### config.mk
export PLATFORM = sky130hd
export DESIGN_NAME = shift_add_multiplier_8b
export DESIGN_NICKNAME = d
export VERILOG_FILES = /design/src/rtl/arith_pkg.sv /design/src/rtl/carry_lookahead_adder_8b.sv /design/src/rtl/shift_add_multiplier_8b.sv
export SDC_FILE = /design/constraint.sdc
export NUM_CORES = 1
export LEC_CHECK = 0
export ABC_AREA = 1
export BUFFER_PORTS_ARGS = -buffer_cell sky130_fd_sc_hd__buf_2
export CORE_MARGIN = 3
export CORE_UTILIZATION = 30
export DETAILED_ROUTE_END_ITERATION = 8
export MAX_ROUTING_LAYER = met4
export SLEW_MARGIN = 30
export SYNTH_ARGS = -nofsm -noshare
export SYNTH_HDL_FRONTEND = slang
export SYNTH_SLANG_ARGS = --single-unit
### constraint.sdc
create_clock -name iClk -period 2.9 [get_ports iClk]
set_input_delay 0.145 -clock iClk [delete_from_list [all_inputs] [get_ports iClk]]
set_output_delay 0.145 -clock iClk [all_outputs]
set_load 0.02 [all_outputs]
### src/rtl/arith_pkg.sv
// Shared arithmetic types and constants for the shift-add multiplier
// and its carry-lookahead adder.
package arith_pkg;

  typedef enum logic [1:0] {
    IDLE = 2'd0,
    RUN  = 2'd1,
    DONE = 2'd2
  } mul_state_e;

  localparam int MUL_DATA_W = 8;
  localparam int MUL_STEPS  = 8;

endpackage

### src/rtl/carry_lookahead_adder_8b.sv
// 8-bit carry-lookahead adder built from two 4-bit lookahead groups
// chained through the group carry.
module carry_lookahead_adder_8b (
  input  logic [7:0] iA,
  input  logic [7:0] iB,
  input  logic       iCarryIn,
  output logic [7:0] oSum,
  output logic       oCarry
);

  logic [7:0] g;
  logic [7:0] p;
  logic [3:0] c_lo;
  logic [3:0] c_hi;

  function automatic logic [3:0] cla4(
    input logic [3:0] gg,
    input logic [3:0] pp,
    input logic       c0
  );
    logic [3:0] c;
    c[0] = gg[0] | (pp[0] & c0);
    c[1] = gg[1] | (pp[1] & gg[0])
         | (pp[1] & pp[0] & c0);
    c[2] = gg[2] | (pp[2] & gg[1])
         | (pp[2] & pp[1] & gg[0])
         | (pp[2] & pp[1] & pp[0] & c0);
    c[3] = gg[3] | (pp[3] & gg[2])
         | (pp[3] & pp[2] & gg[1])
         | (pp[3] & pp[2] & pp[1] & gg[0])
         | (pp[3] & pp[2] & pp[1] & pp[0] & c0);
    return c;
  endfunction

  assign g = iA & iB;
  assign p = iA ^ iB;

  assign c_lo = cla4(g[3:0], p[3:0], iCarryIn);
  assign c_hi = cla4(g[7:4], p[7:4], c_lo[3]);

  assign oSum   = p ^ {c_hi[2:0], c_lo, iCarryIn};
  assign oCarry = c_hi[3];

endmodule

### src/rtl/shift_add_multiplier_8b.sv
// Sequential 8x8 unsigned shift-add multiplier with valid/ready on both sides.
// Optional early termination on exhausted multiplier bits: MUL_EARLY_TERM_EN.
module shift_add_multiplier_8b
  import arith_pkg::*;
#(
  parameter int DATA_W = 8,
  parameter int CNT_W  = 3
) (
  input  logic                iClk,
  input  logic                iRst,
  input  logic                iValid,
  output logic                oReady,
  input  logic [DATA_W-1:0]   iMultiplicand,
  input  logic [DATA_W-1:0]   iMultiplier,
  output logic                oValid,
  input  logic                iReady,
  output logic [2*DATA_W-1:0] oProduct,
  output logic                oBusy
);

  if (DATA_W != MUL_DATA_W || CNT_W != 3) begin : g_bad_width
    $error("shift_add_multiplier_8b supports DATA_W=8, CNT_W=3 only");
  end

  mul_state_e state_q, state_d;

  logic [DATA_W-1:0]   acc_q, acc_d;
  logic [DATA_W-1:0]   mq_q, mq_d;
  logic [DATA_W-1:0]   mcand_q, mcand_d;
  logic [CNT_W-1:0]    cnt_q, cnt_d;
  logic [2*DATA_W-1:0] prod_q, prod_d;

  logic [DATA_W-1:0]   add_b;
  logic [DATA_W-1:0]   sum;
  logic                carry;
  logic [2*DATA_W-1:0] shifted;
  logic [2*DATA_W-1:0] prod_val;
  logic [CNT_W:0]      step_n;
  logic                last_step;

  assign add_b = mq_q[0] ? mcand_q : '0;

  carry_lookahead_adder_8b u_adder (
    .iA       (acc_q),
    .iB       (add_b),
    .iCarryIn (1'b0),
    .oSum     (sum),
    .oCarry   (carry)
  );

  // Carry-out becomes the shift-in bit, so no step drops information.
  assign shifted = {carry, sum, mq_q[DATA_W-1:1]};
  assign step_n  = {1'b0, cnt_q} + (CNT_W+1)'(1);

`ifdef MUL_EARLY_TERM_EN
  logic [DATA_W-1:0] pend_mask;

  // Low DATA_W-step_n bits of the shifted mq are still unprocessed.
  assign pend_mask = {DATA_W{1'b1}} >> step_n;
  assign last_step = (step_n == (CNT_W+1)'(MUL_STEPS))
                   || ((shifted[DATA_W-1:0] & pend_mask) == '0);
  assign prod_val  = shifted
                   >> ((CNT_W+1)'(DATA_W) - step_n);
`else
  assign last_step = (step_n == (CNT_W+1)'(MUL_STEPS));
  assign prod_val  = shifted;
`endif

  always_comb begin
    state_d = state_q;
    acc_d   = acc_q;
    mq_d    = mq_q;
    mcand_d = mcand_q;
    cnt_d   = cnt_q;
    prod_d  = prod_q;
    unique case (state_q)
      IDLE: begin
        if (iValid) begin
          mcand_d = iMultiplicand;
          mq_d    = iMultiplier;
          acc_d   = '0;
          cnt_d   = '0;
          state_d = RUN;
        end
      end
      RUN: begin
        acc_d = shifted[2*DATA_W-1:DATA_W];
        mq_d  = shifted[DATA_W-1:0];
        cnt_d = cnt_q + CNT_W'(1);
        if (last_step) begin
          prod_d  = prod_val;
          state_d = DONE;
        end
      end
      DONE: begin
        if (iReady) begin
          state_d = IDLE;
        end
      end
      default: state_d = IDLE;
    endcase
  end

  always_ff @(posedge iClk or posedge iRst) begin
    if (iRst) begin
      state_q <= IDLE;
      acc_q   <= '0;
      mq_q    <= '0;
      mcand_q <= '0;
      cnt_q   <= '0;
      prod_q  <= '0;
    end else begin
      state_q <= state_d;
      acc_q   <= acc_d;
      mq_q    <= mq_d;
      mcand_q <= mcand_d;
      cnt_q   <= cnt_d;
      prod_q  <= prod_d;
    end
  end

  assign oReady   = (state_q == IDLE);
  assign oBusy    = (state_q == RUN);
  assign oValid   = (state_q == DONE);
  assign oProduct = prod_q;

endmodule

---- Word-level counts from Yosys, hierarchy flattened ----
Cells that the tools add are included.
word-level totals
  logic and storage cells ................. 75
  register bits ........................... 45
  input port bits ......................... 20
  output and inout bits ................... 19
cells by class
  mux-type cells .......................... 11
  bitwise gates (word level) .............. 44
  equal/unequal tests ..................... 6
  $add $sub $neg .......................... 2
  reduce and logical (&&, ||, !) cells .... 6
operators with widths
  cell                                                                      number
  8-bit case mux with 2 select lines                                        2
  1-bit bitwise AND                                                         25
  8-bit two-way mux                                                         3
  1-bit OR                                                                  16
  8-bit XOR                                                                 2
  8-bit bitwise AND                                                         1
  2-bit two-way mux                                                         3
  2-bit case mux with 3 select lines                                        1
  3-bit case mux with 2 select lines                                        1
  2-bit AND reduction                                                       3
  3-bit by 1-bit adder with 4-bit output (second input constant)            1
  4-bit == test (second input constant)                                     1
  2-bit by 1-bit inequality test with 1-bit output (second input constant)  2
  3-bit by 1-bit adder with 3-bit output (second input constant)            1
  3-bit two-way mux                                                         1
  3-bit AND reduction                                                       1
  2-bit by 1-bit == test with 1-bit output (second input constant)          1
  2-bit == test (second input constant)                                     1
  2-bit zero test                                                           1
  2-bit inequality test (second input constant)                             1
  2-bit nonzero test                                                        1

---- Logic depth before layout (Yosys ltp) ----
Gate-level depths: netlist of run 1.
  depth after elaboration ................. 10
  depth in mapped cells ................... 13
  gate-level depth less buffers ........... 12

---- By module ----
Synthesis of run 1 repeated with hierarchy kept, for this count alone.
second synthesis, totals
  cell total of the unflattened synthesis .. 297
  area total of the unflattened synthesis .. 2,367.3 µm²
by module, submodules not included
  module                    seq. area each (µm²)  cells each  times used  area each (µm²)
  shift_add_multiplier_8b   1,126.1               244         1           2,019.4
  carry_lookahead_adder_8b  0.0                   53          1           347.8

---- Least setup slack after synthesis of run 1 ----
Ideal clock, no wire load.
  path kind ............................... reg2reg
  start ................................... register mq_q[0]
  end ..................................... register acc_q[3]
  cell stages (with the launch flop) ...... 11
  data required time ...................... 2.817 ns
  setup time .............................. 0.083 ns
  setup slack ............................. 0.857 ns
  period minus slack after synthesis ...... 2.043 ns
  buffers on the path ..................... 1
  data arrival time ....................... 1.961 ns
  path through ............................ dfrtp_1 -> clkbuf_1 -> nand2_1 -> inv_1 -> ha_1 -> or2_2 -> nand2_1 -> nand2_1 -> inv_1 -> fa_1 -> o21ai_0
between the ends
  cells in the longest elaborated chain, start to end .. 8
  elaborated cells between the ends (all ways) .. 13
  classes of those cells .................. mux (2); bitwise (11)
RTL lines
  item                                                   RTL line                                                                                        text
  start, declared                                        shift_add_multiplier_8b.sv:28                                                                   logic [DATA_W-1:0] mq_q, mq_d;
  start signal, assigned                                 shift_add_multiplier_8b.sv:115                                                                  mq_q <= mq_d;
  8-bit two-way mux (*)                                  shift_add_multiplier_8b.sv:41                                                                   assign add_b = mq_q[0] ? mcand_q : '0;
  8-bit XOR / 8-bit bitwise AND (equally long branches)  carry_lookahead_adder_8b.sv:36, carry_lookahead_adder_8b.sv:35
  1-bit bitwise AND (on tied branches)                   carry_lookahead_adder_8b.sv:28, carry_lookahead_adder_8b.sv:29, carry_lookahead_adder_8b.sv:30
  1-bit OR (tied with other cells)                       carry_lookahead_adder_8b.sv:28                                                                  c[3] = gg[3] | (pp[3] & gg[2])
  1-bit OR / 1-bit bitwise AND (equally long branches)   carry_lookahead_adder_8b.sv:29, carry_lookahead_adder_8b.sv:30
  1-bit OR                                               carry_lookahead_adder_8b.sv:30                                                                  | (pp[3] & pp[2] & pp[1] & gg[0])
  8-bit XOR (*)                                          carry_lookahead_adder_8b.sv:41                                                                  assign oSum = p ^ {c_hi[2:0], c_lo, iCarryIn};
  8-bit case mux with 2 select lines (*)                 shift_add_multiplier_8b.sv:76                                                                   unique case (state_q)
  end signal, assigned                                   shift_add_multiplier_8b.sv:107                                                                  acc_q <= '0;
  end signal, assigned                                   shift_add_multiplier_8b.sv:114                                                                  acc_q <= acc_d;
  end, declared                                          shift_add_multiplier_8b.sv:27                                                                   logic [DATA_W-1:0] acc_q, acc_d;
Every way passes the cells marked *; elsewhere a longest branch is shown, timed or not.
A chain may end at the register's enable or synchronous reset.

---- Final worst setup path of run 1 ----
  start ................................... register mq_q[0]
  end ..................................... register acc_q[4]
between the ends
  cells in the longest elaborated chain, start to end .. 10
  elaborated cells between the ends (all ways) .. 15
  classes of those cells .................. mux (2); bitwise (13)
RTL lines
  item                                                   RTL line                                                                                        text
  8-bit two-way mux (*)                                  shift_add_multiplier_8b.sv:41
  8-bit XOR / 8-bit bitwise AND (equally long branches)  carry_lookahead_adder_8b.sv:36, carry_lookahead_adder_8b.sv:35
  1-bit bitwise AND (on tied branches)                   carry_lookahead_adder_8b.sv:28, carry_lookahead_adder_8b.sv:29, carry_lookahead_adder_8b.sv:30
  1-bit OR (tied with other cells)                       carry_lookahead_adder_8b.sv:28
  1-bit OR / 1-bit bitwise AND (equally long branches)   carry_lookahead_adder_8b.sv:29, carry_lookahead_adder_8b.sv:30
  1-bit OR                                               carry_lookahead_adder_8b.sv:30
  1-bit bitwise AND                                      carry_lookahead_adder_8b.sv:22                                                                  c[0] = gg[0] | (pp[0] & c0);
  1-bit OR                                               carry_lookahead_adder_8b.sv:22
  8-bit XOR (*)                                          carry_lookahead_adder_8b.sv:41
  8-bit case mux with 2 select lines (*)                 shift_add_multiplier_8b.sv:76
Marks and branches as above.

==> metrics.md, run 1 <==
| Metric | Value |
|---|---|
| Status | completed |
| Hold path cells | 2 |
| Unique masters post-synth | 29 |
| Clock sink count | 45 |
| Post-layout nets | roughly 320 |
| Chip height | slightly above 90 µm |
| Gr ovfl total | 0 |
| Worst Setup End Kind | flop |
| Initial DRC count | roughly 110 |
| Critical Path RT | 3.12 ns |
| Post-synth EDFFs | 0 |
| Final period utilization | between 70% and 80% |
| Ys flop type | dfrtp_1 |
| Hold_sp | iReady |
| Worst-path clk slew | about 0.080 ns |
| Die width | between 90 and 100 µm |
| Reg area | 1130 µm² |
| Setup violations, final | 0 |
| Drt pass-1 iters | 5 |
| Max H-tree Level | 2 |
| Maximum clock rate | between 400 and 500 MHz |
| Max incr delay on CP | 0.49 ns |
| Count leader, synth | nand2_1 |
| Drt total wl | between 4 and 5 mm |
| Post-CTS sizing | 0 |
| Worst path arrival time | 2.37 ns |
| Slew Limit Headroom | roughly 44% |
| Antenna-violating nets left | 0 |
| # rows | 31 |
| Minimum clock period after layout | roughly 2.1 ns |
| Total number of vias | roughly 1,700 |
| Crit path max-delay family | adder cells |
| Worst R2R Setup Slack | between 0.7 and 0.8 ns |
| PwrDens | between 1000 and 1500 nW/µm² |
| Post-Syn Instances | between 200 and 250 |
| Sequential share of the synthesized area | around half |
| Max-slew violations | 0 |
| Setup TNS | 0 ns |
| Ports | 39 |
| Antenna cells | 0 |
| Ranking of synthesized cells by area | dfrtp_1 (49%), nand2_1 (12%), ha_1 (5.5%) |
| Hold Violations, Final | 0 |
| Drt drc | 0 |
| RePlAce Congestion | 0.846 |
| CP Class | reg2reg |
| Slowest-stage cell, CP | dfrtp_1 |
| CTS tree | yes |
| Layout cells sized above 1 | 26.2% |
| Gr usage total | roughly an eighth |
| Area grow syn2layout | 16.9% |
| Input/output buffers | 38 |
| Fillers | approximately 760 |
| CP most frequent cell | nand2_1 |
| Vias in the first global route | between 1,500 and 2,000 |
| Hold Path Class | in2reg |
| # Max-Cap Violations | 0 |
| Core Area | between 7000 and 8000 µm² |
| HPWL after detailed placement | approximately 3.4 mm |
| Initial antenna violation count | 0 |
| Area of the die | approximately 8700 µm² |
| Mapped Nets | 278 |
| Pin count of the biggest net entering global routing | 29 |
| Worst-Skew Late Latency | approximately 0.3 ns |
| WL/cell | about 12 µm |
| Most instantiated cells after synthesis | nand2_1 (73), dfrtp_1 (45), inv_1 (26) |
| Reg2reg end | acc_q[4] |
| YS warnings | 0 |
| CP Max Fanout | 9 |
| Crit-path cells | nand2_1 > inv_1 > ha_1 > nand2_1 > nand2_1 > nand2_1 > nand2_1 > inv_1 > fa_1 > xnor2_1 > nand2_1 > o21ai_0 |
| Initial Utilization | 31.2% |
| Maximum vdd drop | approximately 0.33 mV |
| CP startpoint kind | flop |
| Lkg Pwr | 1.42 nW |
| Footprint of the multi-input gates | about 1000 µm² |
| Synthesized area per cell | a little over 9 µm² |
| Final Util | roughly 36% |
| Yosys top cell by area | dfrtp_1 |
| Worst R2R Path Depth | 12 |
| RSZ-0062 raised after global routing | no |
| Longest Clk Path Bufs | 2 |
| Vias/cell | 4.44 |
| Clk root buf | clkbuf_8 |
| Async SR Flop Fraction | 100% |
| Worst-Margin Slew | ~0.84 ns |
| Reg-to-Reg Start | mq_q[0] |
| Worst Skew | approximately 0.0087 ns |
| WHS Endpoint | state_q[1] |
| TritonCTS buffer count | 5 |
| Seq cells post-synth | 45 |
| Share of the synthesized area in the top cell type | 49.3% |
| Critical path buffer and inverter count | 2 |
| First-pass GRT wire length | 7.81 mm |
| Post-Synthesis Cell Area | around 2300 µm² |
-- metrics by stage --
stage | std cells | hold WS [ns] | total power [mW] | worst slack, ns | cell area [µm²]
finish | 385 | 0.0162 | 3.13 | 0.750 | 2670
global route | 385 | 0.00815 | 3.46 | 0.532 | 2670
CTS | 385 | 0.0128 | 3.17 | 0.752 | 2670
detailed placement | 376 | 0.239 | 2.69 | 0.739 | 2550
global placement | 376 | 0.234 | 2.64 | 0.858 | 2550
floorplan | 246 | 0.231 | 2.34 | 0.857 | 2290
-- cell type report --
| type | count | area share (%) |
|---|---|---|
| Clock buffer | 5 | 2.57 |
| Clock inverter | 3 | 1.73 |
| Inverter | 30 | 4.40 |
| Multi-Input combinational cell | 163 | 36.8 |
| Sequential cell | 45 | 42.1 |
| Tap cell | 99 | 4.63 |
| Timing Repair Buffer | 40 | 7.77 |
-- worst max-delay path by stage --
stage                to  cells past startpoint    start  slack [ns]
4_1_cts        acc_q[3]                      9  mq_q[0]        0.75
6_report       acc_q[4]                     12  mq_q[0]        0.75
5_1_grt        acc_q[3]                      9  mq_q[0]        0.53
2_1_floorplan  acc_q[3]                     10  mq_q[0]        0.86
3_5_place_dp   acc_q[3]                      9  mq_q[0]        0.74
3_3_place_gp   acc_q[3]                      9  mq_q[0]        0.86
-- worst register-to-register path: cells and delay by family, from the launching register on --
| kind | cells | cell delay (ns) |
|---|---|---|
| flip-flops | 1 | 0.49 |
| XOR/XNOR | 1 | 0.19 |
| AND/OR/NAND/NOR | 6 | 0.51 |
| AO/OA/AOI/OAI | 1 | 0.07 |
| adder cells (fa/ha/maj) | 2 | 0.72 |
| buffers and inverters | 2 | 0.12 |
-- routing by layer --
layer | global-route usage [%] | share of wire, %
met3 | 3.06 | 4.2
met5 | - | 0
met2 | 17.7 | 45
met4 | 4.76 | 2.3
met1 | 15.3 | 49
-- power breakdown --
part           total, mW  switching (mW)  leakage [nW]  internal [mW]
clock              0.477           0.219        0.0543          0.258
combinational       1.55           0.948         0.805          0.600
sequential          1.10           0.174         0.563          0.928
total               3.13            1.34          1.42           1.79
-- cells in the final DEF (no fill, tap or decap) --
master,count
dlygate4sd3_1,1
nor2_8,2
or2_2,1
clkbuf_8,5
o31ai_1,1
nand3b_1,1
a211oi_1,3
fa_1,2
nor2_2,1
buf_4,1
xnor2_1,4
nor2_1,10
bufinv_16,1
clkinv_1,1
nand3_1,10
clkinv_4,1
inv_2,2
a21oi_1,5
buf_2,38
nand2_2,1
mux2_2,8
o211ai_1,3
nand4_1,1
clkinvlp_4,1
nand2_1,73
inv_4,2
o21ai_2,10
ha_1,10
nor3_1,4
o21ai_0,12
dfrtp_1,45
a211oi_2,1
inv_1,25
-- registers in the layout (all words and copies together) (netlist names) --
name      count
acc_q         8
mcand_q       8
cnt_q         3
mq_q          8
state_q       2
oProduct     16
-- cell families after synthesis --
family	count (synthesis)	synth area share, %
muxes	8	3.94
and+or+nand+nor	104	19.9
AOI/OAI and AO/OA	35	10.4
adders and majority gates	12	7.23
buffers and inverters	38	7.77
xor gates and xnor gates	4	1.53
DFF	45	49.3
-- what timing repair did --
item / in CTS / in global routing
buffers inserted: 0 / 0
hold buffers: 1 / 0
endpoints found under the hold margin: 22 / 0
(Power assumes the default switching activity.)
==> run 2: changes to the inputs <==
ABC_AREA = 0   (was 1)
clock period = 1.74 ns   (was 2.9 ns; I/O delays follow)
==> run 2 against run 1 <==
The flow now finishes with violations (negative setup slack). Via count fell by 5.5%. Register-to-register slack got worse by 0.87 ns. Synthesized cell count fell by 13%. Sequential power rose by 60%. Clock skew fell by 0.0031 ns. Wire length rose by 0.13%. Count of clock-buffer cells in the layout rose by 2.
==> metrics.md, run 2 <==
| Metric | Value |
|---|---|
| Post-Synthesis Cell Area | 2140 µm² (was 2290 µm²) |
| Minimum clock period after layout | 1.86 ns (was 2.15 ns) |
| Commonest non-fill, non-tap cell in the layout | nand2_1 (unchanged) |
| CTS tree | yes (unchanged) |
| Worst-path clk slew | 0.08 ns (about the same) |
| Max incr delay on CP | 0.44 ns (was 0.49 ns) |
| Clock sink count | 45 (unchanged) |
| Adder-Cell Fraction of Synth Area | 7.73% (was 7.22%) |
| Reg2reg end | acc_q[4] (unchanged) |
| Worst Setup SP | mq_q[0] (unchanged) |
| Final WS setup | -0.124 ns (was 0.750 ns) |
| Chip height | 90.4 µm (was 93.3 µm) |
| Fillers | 698 (was 758) |
| PwrDens | 1780 nW/µm² (was 1170 nW/µm²) |
| Max-slew violations | 0 (unchanged) |
| Vias/cell | 4.41 (was 4.44) |
| Worst R2R Path Depth | 7 (was 12) |
| Lkg Pwr | 1.39 nW (was 1.42 nW) |
| Design Area, Final | 2830 µm² (was 2670 µm²) |
| Hold Path Class | in2reg (unchanged) |
| RSZ-0062 raised after global routing | yes (was no) |
| Die width | 90.4 µm (was 93.3 µm) |
| Worst path arrival time | 2.04 ns (was 2.37 ns) |
| Worst-Margin Slew | 0.559 ns (was 0.840 ns) |
| Maximum clock rate | 537 MHz (was 465 MHz) |
| Ys flop type | dfrtp_1 (unchanged) |
| Commonest non-fill, non-tap cells in the layout | nand2_1 (54), dfrtp_1 (44), buf_2 (38) (was nand2_1 (73), dfrtp_1 (45), buf_2 (38)) |
| WL/cell | 12.3 µm (was 11.7 µm) |
| Drt pass-1 iters | 4 (was 5) |
| Slowest-stage cell, CP | dfrtp_2 (was dfrtp_1) |
| CP Max Fanout | 6 (was 9) |
| Compound-Gate Fraction of Synth Area | 11.0% (was 10.4%) |
| Worst-Skew Late Latency | 0.30 ns (about the same) |
| # Max-Cap Violations | 0 (unchanged) |
| CP startpoint kind | flop (unchanged) |
| Post-Syn Instances | 213 (was 246) |
| Setup Fix Bufs, Post-CTS | 0 (unchanged) |
| Total power | 5.04 mW (was 3.13 mW) |
| Count leader, synth | nand2_1 (unchanged) |
| M1 GR Usage | 15.5% (was 15.3%) |
| Ports | 39 (unchanged) |
| Vias in the first global route | 1,700 (was 1,671) |
| Seq cells post-synth | 45 (unchanged) |
| Crit-path cells | and2_4 > ha_4 > a41o_1 > a21oi_4 > fa_2 > xor2_2 > o21ai_1 (was nand2_1 > inv_1 > ha_1 > nand2_1 > nand2_1 > nand2_1 > nand2_1 > inv_1 > fa_1 > xnor2_1 > nand2_1 > o21ai_0) |
| Xor and xnor area share after synthesis | 2.46% (was 1.53%) |
| Main combinational cell family by area after synthesis | simple AND/OR/NAND/NOR gates (unchanged) |
| YS warnings | 0 (unchanged) |
| Max FFs per register | 16 (unchanged) |
| Maximum vdd drop | 0.482 mV (was 0.334 mV) |
| Initial Utilization | 31.1% (was 31.2%) |
| Most instantiated cells after synthesis | nand2_1 (55), dfrtp_1 (45), o21ai_0 (17) (was nand2_1 (73), dfrtp_1 (45), inv_1 (26)) |
| CP Class | reg2reg (unchanged) |
| GR peak layer | met2 (unchanged) |
| RePlAce Congestion | 0.801 (was 0.846) |
| Antenna cells | 0 (unchanged) |
| Share of the synthesized area in the top cell type | 52.7% (was 49.3%) |
| Area after DPL | 2540 µm² (was 2550 µm²) |
| Crit path max-delay family | adder cells (unchanged) |
| Yosys top cell by area | dfrtp_1 (unchanged) |
| Post-synthesis simple-gate area fraction | 17.4% (was 19.9%) |
| Critical Path RT | 1.92 ns (was 3.12 ns) |
| Initial DRC count | 56 (was 114) |
| Area of the die | 8170 µm² (was 8700 µm²) |
| Synthesized area per cell | 10.0 µm² (was 9.29 µm²) |
| Max H-tree Level | 2 (unchanged) |
| Core Area | 6870 µm² (was 7330 µm²) |
| Drt drc | 0 (unchanged) |
| Multiplexer share of the synthesized area | 4.74% (was 3.94%) |
| Worst Skew | 0.00559 ns (was 0.00865 ns) |
| CP Depth | 7 (was 12) |
| # rows | 30 (was 31) |
| Worst Setup End Kind | flop (unchanged) |
| Initial antenna violation count | 0 (unchanged) |
| Mapped Nets | 245 (was 278) |
| Async SR Flop Fraction | 100% (unchanged) |
| Gr usage total | 12.4% (was 11.8%) |
| Setup violations, final | 10 (was 0) |
| Area grow syn2layout | 32.6% (was 16.9%) |
| Failing checks | negative setup slack |
| Longest Clk Path Bufs | 2 (unchanged) |
| Sequential share of the synthesized area | 52.7% (was 49.3%) |
| Gr ovfl total | 0 (unchanged) |
| TritonCTS buffer count | 5 (unchanged) |
| Input/output buffers | 38 (unchanged) |
| HPWL after detailed placement | 3.17 mm (was 3.36 mm) |
| Reg-to-Reg Start | mq_q[0] (unchanged) |
| Hold Violations, Final | 0 (unchanged) |
| CP Capture Point | acc_q[4] (unchanged) |
| Layout cells sized above 1 | 35.1% (was 26.2%) |
| Worst R2R Setup Slack | -0.12 ns (was 0.75 ns) |
| Status | finished, violations left (was completed) |
| Post-layout nets | 302 (was 317) |
| Pre-CTS WS | -0.216 ns (was 0.739 ns) |
| Unique masters post-synth | 28 (was 29) |
| Drt total wl | 4.52 mm (was 4.51 mm) |
| First-pass GRT wire length | 7.98 mm (was 7.81 mm) |
| Antenna-violating nets left | 0 (unchanged) |
| GRT met2 Usage | 19.0% (was 17.7%) |
| Pin count of the biggest net entering global routing | 46 (was 29) |
| Critical path buffer and inverter count | 0 (was 2) |
| Final period utilization | 107% (was 74.1%) |
| Slew Limit Headroom | 62.7% (was 43.6%) |
| GR met3 Demand/Resource | 4.08% (was 3.06%) |
| Clk root buf | clkbuf_8 (unchanged) |
| Ranking of synthesized cells by area | dfrtp_1 (53%), nand2_1 (9.7%), ha_1 (5.9%) (was dfrtp_1 (49%), nand2_1 (12%), ha_1 (5.5%)) |
| Post-synth EDFFs | 0 (unchanged) |
| Total number of vias | 1,617 (was 1,711) |
[run 2: changes by cell type in the layout (fill, tap and decap cells not counted), sizes merged, moves of 4 or more]
cell	before	now
a211oi	4	0
a31oi	0	9
and2	0	9
buf	39	51
dlygate4sd3	1	9
inv	29	5
nand2	74	56
nor3	4	0
[run 2: how the worst min path moves through the flow]
stage	from	end	depth (start not counted)
after CTS	iReady	state_q[1]	2
final	iReady	state_q[1]	2
after floorplan	iMultiplicand[0]	mcand_q[0]	2
after global placement	iRst	oProduct[10]	3
after detailed placement	iRst	oProduct[12]	3
after global routing	iReady	state_q[1]	2
[run 2: report_power, final]
part	total (mW)	internal, mW	leakage, nW	switching [mW]
registers	1.76	1.48	0.565	0.282
logic	2.58	1.23	0.774	1.35
clock network	0.706	0.359	0.0542	0.347
[run 2: logic make-up after synthesis]
family,Yosys count
muxes,9
AOI/OAI and AO/OA,38
buffers and inverters,16
xor gates and xnor gates,6
and+or+nand+nor,87
DFF,45
adders and majority gates,12
[run 2: routing by layer]
layer,routed length (µm),up-vias,share of wire [%]
met2,2050,35,45
met5,0,-,0
met1,2180,756,48
met3,232,5,5.1
met4,58,0,1.3
li1,-,821,-
[run 2: repair_timing]
item,CTS,global route
hold buffers,9,0
resized for setup,14,12
endpoints found under the setup margin,11,16
endpoints found under the hold margin,53,0
pin swaps,8,8
cloned,0,0
[run 2: cell type report]
class	instances	area (µm²)	area share, %
Sequential cell	45	1130	39.8
Timing Repair Buffer	60	378	13.3
Tap cell	96	120	4.24
Inverter	6	27.5	0.971
Clock buffer	7	96.3	3.40
Multi-Input combinational cell	152	1080	38.1
Clock inverter	1	5.00	0.177
[run 2: metrics by stage]
| stage | hold slack (ns) | setup TNS [ns] | cells | utilization [%] |
|---|---|---|---|---|
| after floorplan | 0.192 | -0.452 | 213 | - |
| after global placement | 0.262 | -0.971 | 350 | 37.0 |
| after global routing | 0.00150 | -2.11 | 367 | 41.3 |
| final | 0.00713 | -0.923 | 367 | 41.3 |
| after CTS | 0.00317 | -1.28 | 367 | 40.7 |
| after detailed placement | 0.268 | -1.49 | 350 | 37.0 |
==> run 3: changes to the inputs <==
PLACE_DENSITY = 0.61   (was unset)
==> run 3 against run 2 <==
The flow still finishes with violations (negative setup slack). Critical path type unchanged. Power about the same. Critical path depth decreased by 1. Utilization decreased by 0.073 points. Hold slack improved by 0.034 ns. Count of clock-buffer cells in the layout unchanged.
==> metrics.md, run 3 (synthesis gave the netlist of run 2 again) <==
| Metric | Value |
|---|---|
| Internal Pwr Total | 3.13 mW (was 3.07 mW) |
| TritonCTS buffer count | 5 (unchanged) |
| Worst-Skew Late Latency | 0.29 ns (was 0.30 ns) |
| Hold Path Class | in2reg (unchanged) |
| Vias/cell | 4.38 (was 4.41) |
| Switch share | 38.0% (was 39.2%) |
| Vias in the first global route | 1,601 (was 1,700) |
| Die width | 90.4 µm (unchanged) |
| Initial Utilization | 31.1% (unchanged) |
| Maximum clock rate | 520 MHz (was 537 MHz) |
| Initial DRC count | 65 (was 56) |
| Gr usage total | 11.6% (was 12.4%) |
| Clock share of power | 16.1% (was 14.0%) |
| WL/cell | 11.8 µm (was 12.3 µm) |
| Initial antenna violation count | 0 (unchanged) |
| Gr ovfl total | 0 (unchanged) |
| Clk root buf | clkbuf_8 (unchanged) |
| Max H-tree Level | 2 (unchanged) |
| Worst Setup End Kind | flop (unchanged) |
| Lkg Pwr | 1.39 nW (about the same) |
| Crit-path cells | and2_4 > ha_4 > a41o_1 > a21oi_4 > fa_2 > o21ai_1 (was and2_4 > ha_4 > a41o_1 > a21oi_4 > fa_2 > xor2_2 > o21ai_1) |
| Slowest-stage cell, CP | fa_2 (was dfrtp_2) |
| Minimum clock period after layout | 1.92 ns (was 1.86 ns) |
| Commonest non-fill, non-tap cell in the layout | nand2_1 (unchanged) |
| Placed Instances | 348 (was 350) |
| Crit path max-delay family | adder cells (unchanged) |
| Longest Clk Path Bufs | 2 (unchanged) |
| Final Util | 41.2% (was 41.3%) |
| Ports | 39 (unchanged) |
| Gate power share | 48.9% (was 51.1%) |
| Area of the die | 8170 µm² (unchanged) |
| Post-layout nets | 302 (unchanged) |
| # rows | 30 (unchanged) |
| Chip height | 90.4 µm (unchanged) |
| NetSw | 1.92 mW (was 1.98 mW) |
| Drt total wl | 4.34 mm (was 4.52 mm) |
| # Max-Cap Violations | 0 (unchanged) |
| Worst hold slack | 0.0410 ns (was 0.00713 ns) |
| CTS tree | yes (unchanged) |
| RSZ-0062 raised after global routing | yes (unchanged) |
| Antenna-violating nets left | 0 (unchanged) |
| Slew Limit Headroom | 62.7% (about the same) |
| Final WS setup | -0.181 ns (was -0.124 ns) |
| Sequential share of power | 35.0% (was 34.9%) |
| First-pass GRT wire length | 7.55 mm (was 7.98 mm) |
| Worst Skew | 0.00372 ns (was 0.00559 ns) |
| Total number of vias | 1,608 (was 1,617) |
| Maximum vdd drop | 0.543 mV (was 0.482 mV) |
| Setup violations, final | 11 (was 10) |
| Worst path arrival time | 2.14 ns (was 2.04 ns) |
| Clock sink count | 45 (unchanged) |
| CP startpoint kind | flop (unchanged) |
| CP Class | reg2reg (unchanged) |
| Antenna cells | 0 (unchanged) |
| Max FFs per register | 16 (unchanged) |
| Drt pass-1 iters | 4 (unchanged) |
| HPWL after detailed placement | 3.02 mm (was 3.17 mm) |
| PwrDens | 1780 nW/µm² (about the same) |
| RePlAce Congestion | 0.818 (was 0.801) |
| Worst-path clk slew | 0.08 ns (about the same) |
| Pin count of the biggest net entering global routing | 46 (unchanged) |
| Layout cells sized above 1 | 33.6% (was 35.1%) |
| Area grow syn2layout | 32.4% (was 32.6%) |
| Critical Path RT | 1.96 ns (was 1.92 ns) |
| Worst-Margin Slew | 0.560 ns (was 0.559 ns) |
| Hold Violations, Final | 0 (unchanged) |
| Drt drc | 0 (unchanged) |
| Max-slew violations | 0 (unchanged) |
| Finished Layout Cells | 367 (unchanged) |
| Status | finished, violations left (unchanged) |
| Max incr delay on CP | 0.49 ns (was 0.44 ns) |
| Commonest non-fill, non-tap cells in the layout | nand2_1 (54), dfrtp_1 (45), buf_2 (38) (was nand2_1 (54), dfrtp_1 (44), buf_2 (38)) |
| Failing checks | negative setup slack (unchanged) |
| Input/output buffers | 38 (unchanged) |
| CP Max Fanout | 6 (unchanged) |
| Fillers | 681 (was 698) |
| Final period utilization | 110% (was 107%) |
| Critical path buffer and inverter count | 0 (unchanged) |
| Core Area | 6870 µm² (unchanged) |
==> run 3: path summary, 6_finish.rpt <==
kind / start / end / slack [ns] / depth (start not counted)
worst max register to register: mq_q[0] / oProduct[11] / -0.18 / 6
max in group asynchronous: iRst / oProduct[8] / 0.90 / 4
worst max-delay path: mq_q[0] / oProduct[11] / -0.18 / 6
worst min-delay path: iMultiplier[4] / mq_q[4] / 0.04 / 3
worst min register to register: mcand_q[4] / mcand_q[4] / 0.47 / 2
min in group asynchronous: iRst / oProduct[3] / 0.46 / 4
==> run 3: worst reg2reg max path, cell delays in order (launching register included) <==
cell     delay (ns)
dfrtp_1        0.43
and2_4         0.17
ha_4           0.21
a41o_1         0.26
a21oi_4        0.18
fa_2           0.49
o21ai_1        0.12
==> run 3: cell type report <==
type | instances | area [µm²] | area share (%)
Sequential cell | 45 | 1130 | 39.8
Multi-Input combinational cell | 152 | 1060 | 37.4
Timing Repair Buffer | 60 | 380 | 13.4
Tap cell | 96 | 120 | 4.25
Clock buffer | 7 | 86.3 | 3.05
Clock inverter | 1 | 30.0 | 1.06
Inverter | 6 | 27.5 | 0.973
==> run 3: what timing repair did <==
action,4_1_cts,5_1_grt
setup endpoints to repair,11,15
hold endpoints to repair,54,0
pin swaps,6,4
buffers inserted,1,0
resized for setup,9,10
hold buffers,10,0
==> run 3: stage by stage <==
step                      setup TNS, ns  setup slack [ns]  power [mW]  instance area [µm²]
after detailed placement          -1.34            -0.216        3.93                 2520
after global routing              -2.36            -0.252        5.48                 2830
after CTS                         -1.32            -0.185        4.94                 2790
after global placement           -0.893            -0.156        3.84                 2520
after floorplan                  -0.452            -0.122        3.29                 2190
final                             -1.27            -0.181        5.04                 2830
==> run 3: metal layers <==
layer / vias to the layer above / track usage, % / wire length [µm]
li1: 820 / - / -
met1: 753 / 15.8 / 2230
met2: 31 / 17.2 / 1910
met3: 4 / 3.00 / 166
met4: 0 / 3.06 / 34
met5: - / - / 0
==> run 3: power by group through the flow <==
stage | registers, mW | logic [mW] | clock network (mW)
6_report | 1.77 | 2.47 | 0.812
2_1_floorplan | 1.85 | 1.44 | 0
4_1_cts | 1.77 | 2.32 | 0.847
3_5_place_dp | 1.78 | 2.15 | 0
3_3_place_gp | 1.78 | 2.07 | 0
5_1_grt | 1.84 | 2.76 | 0.882
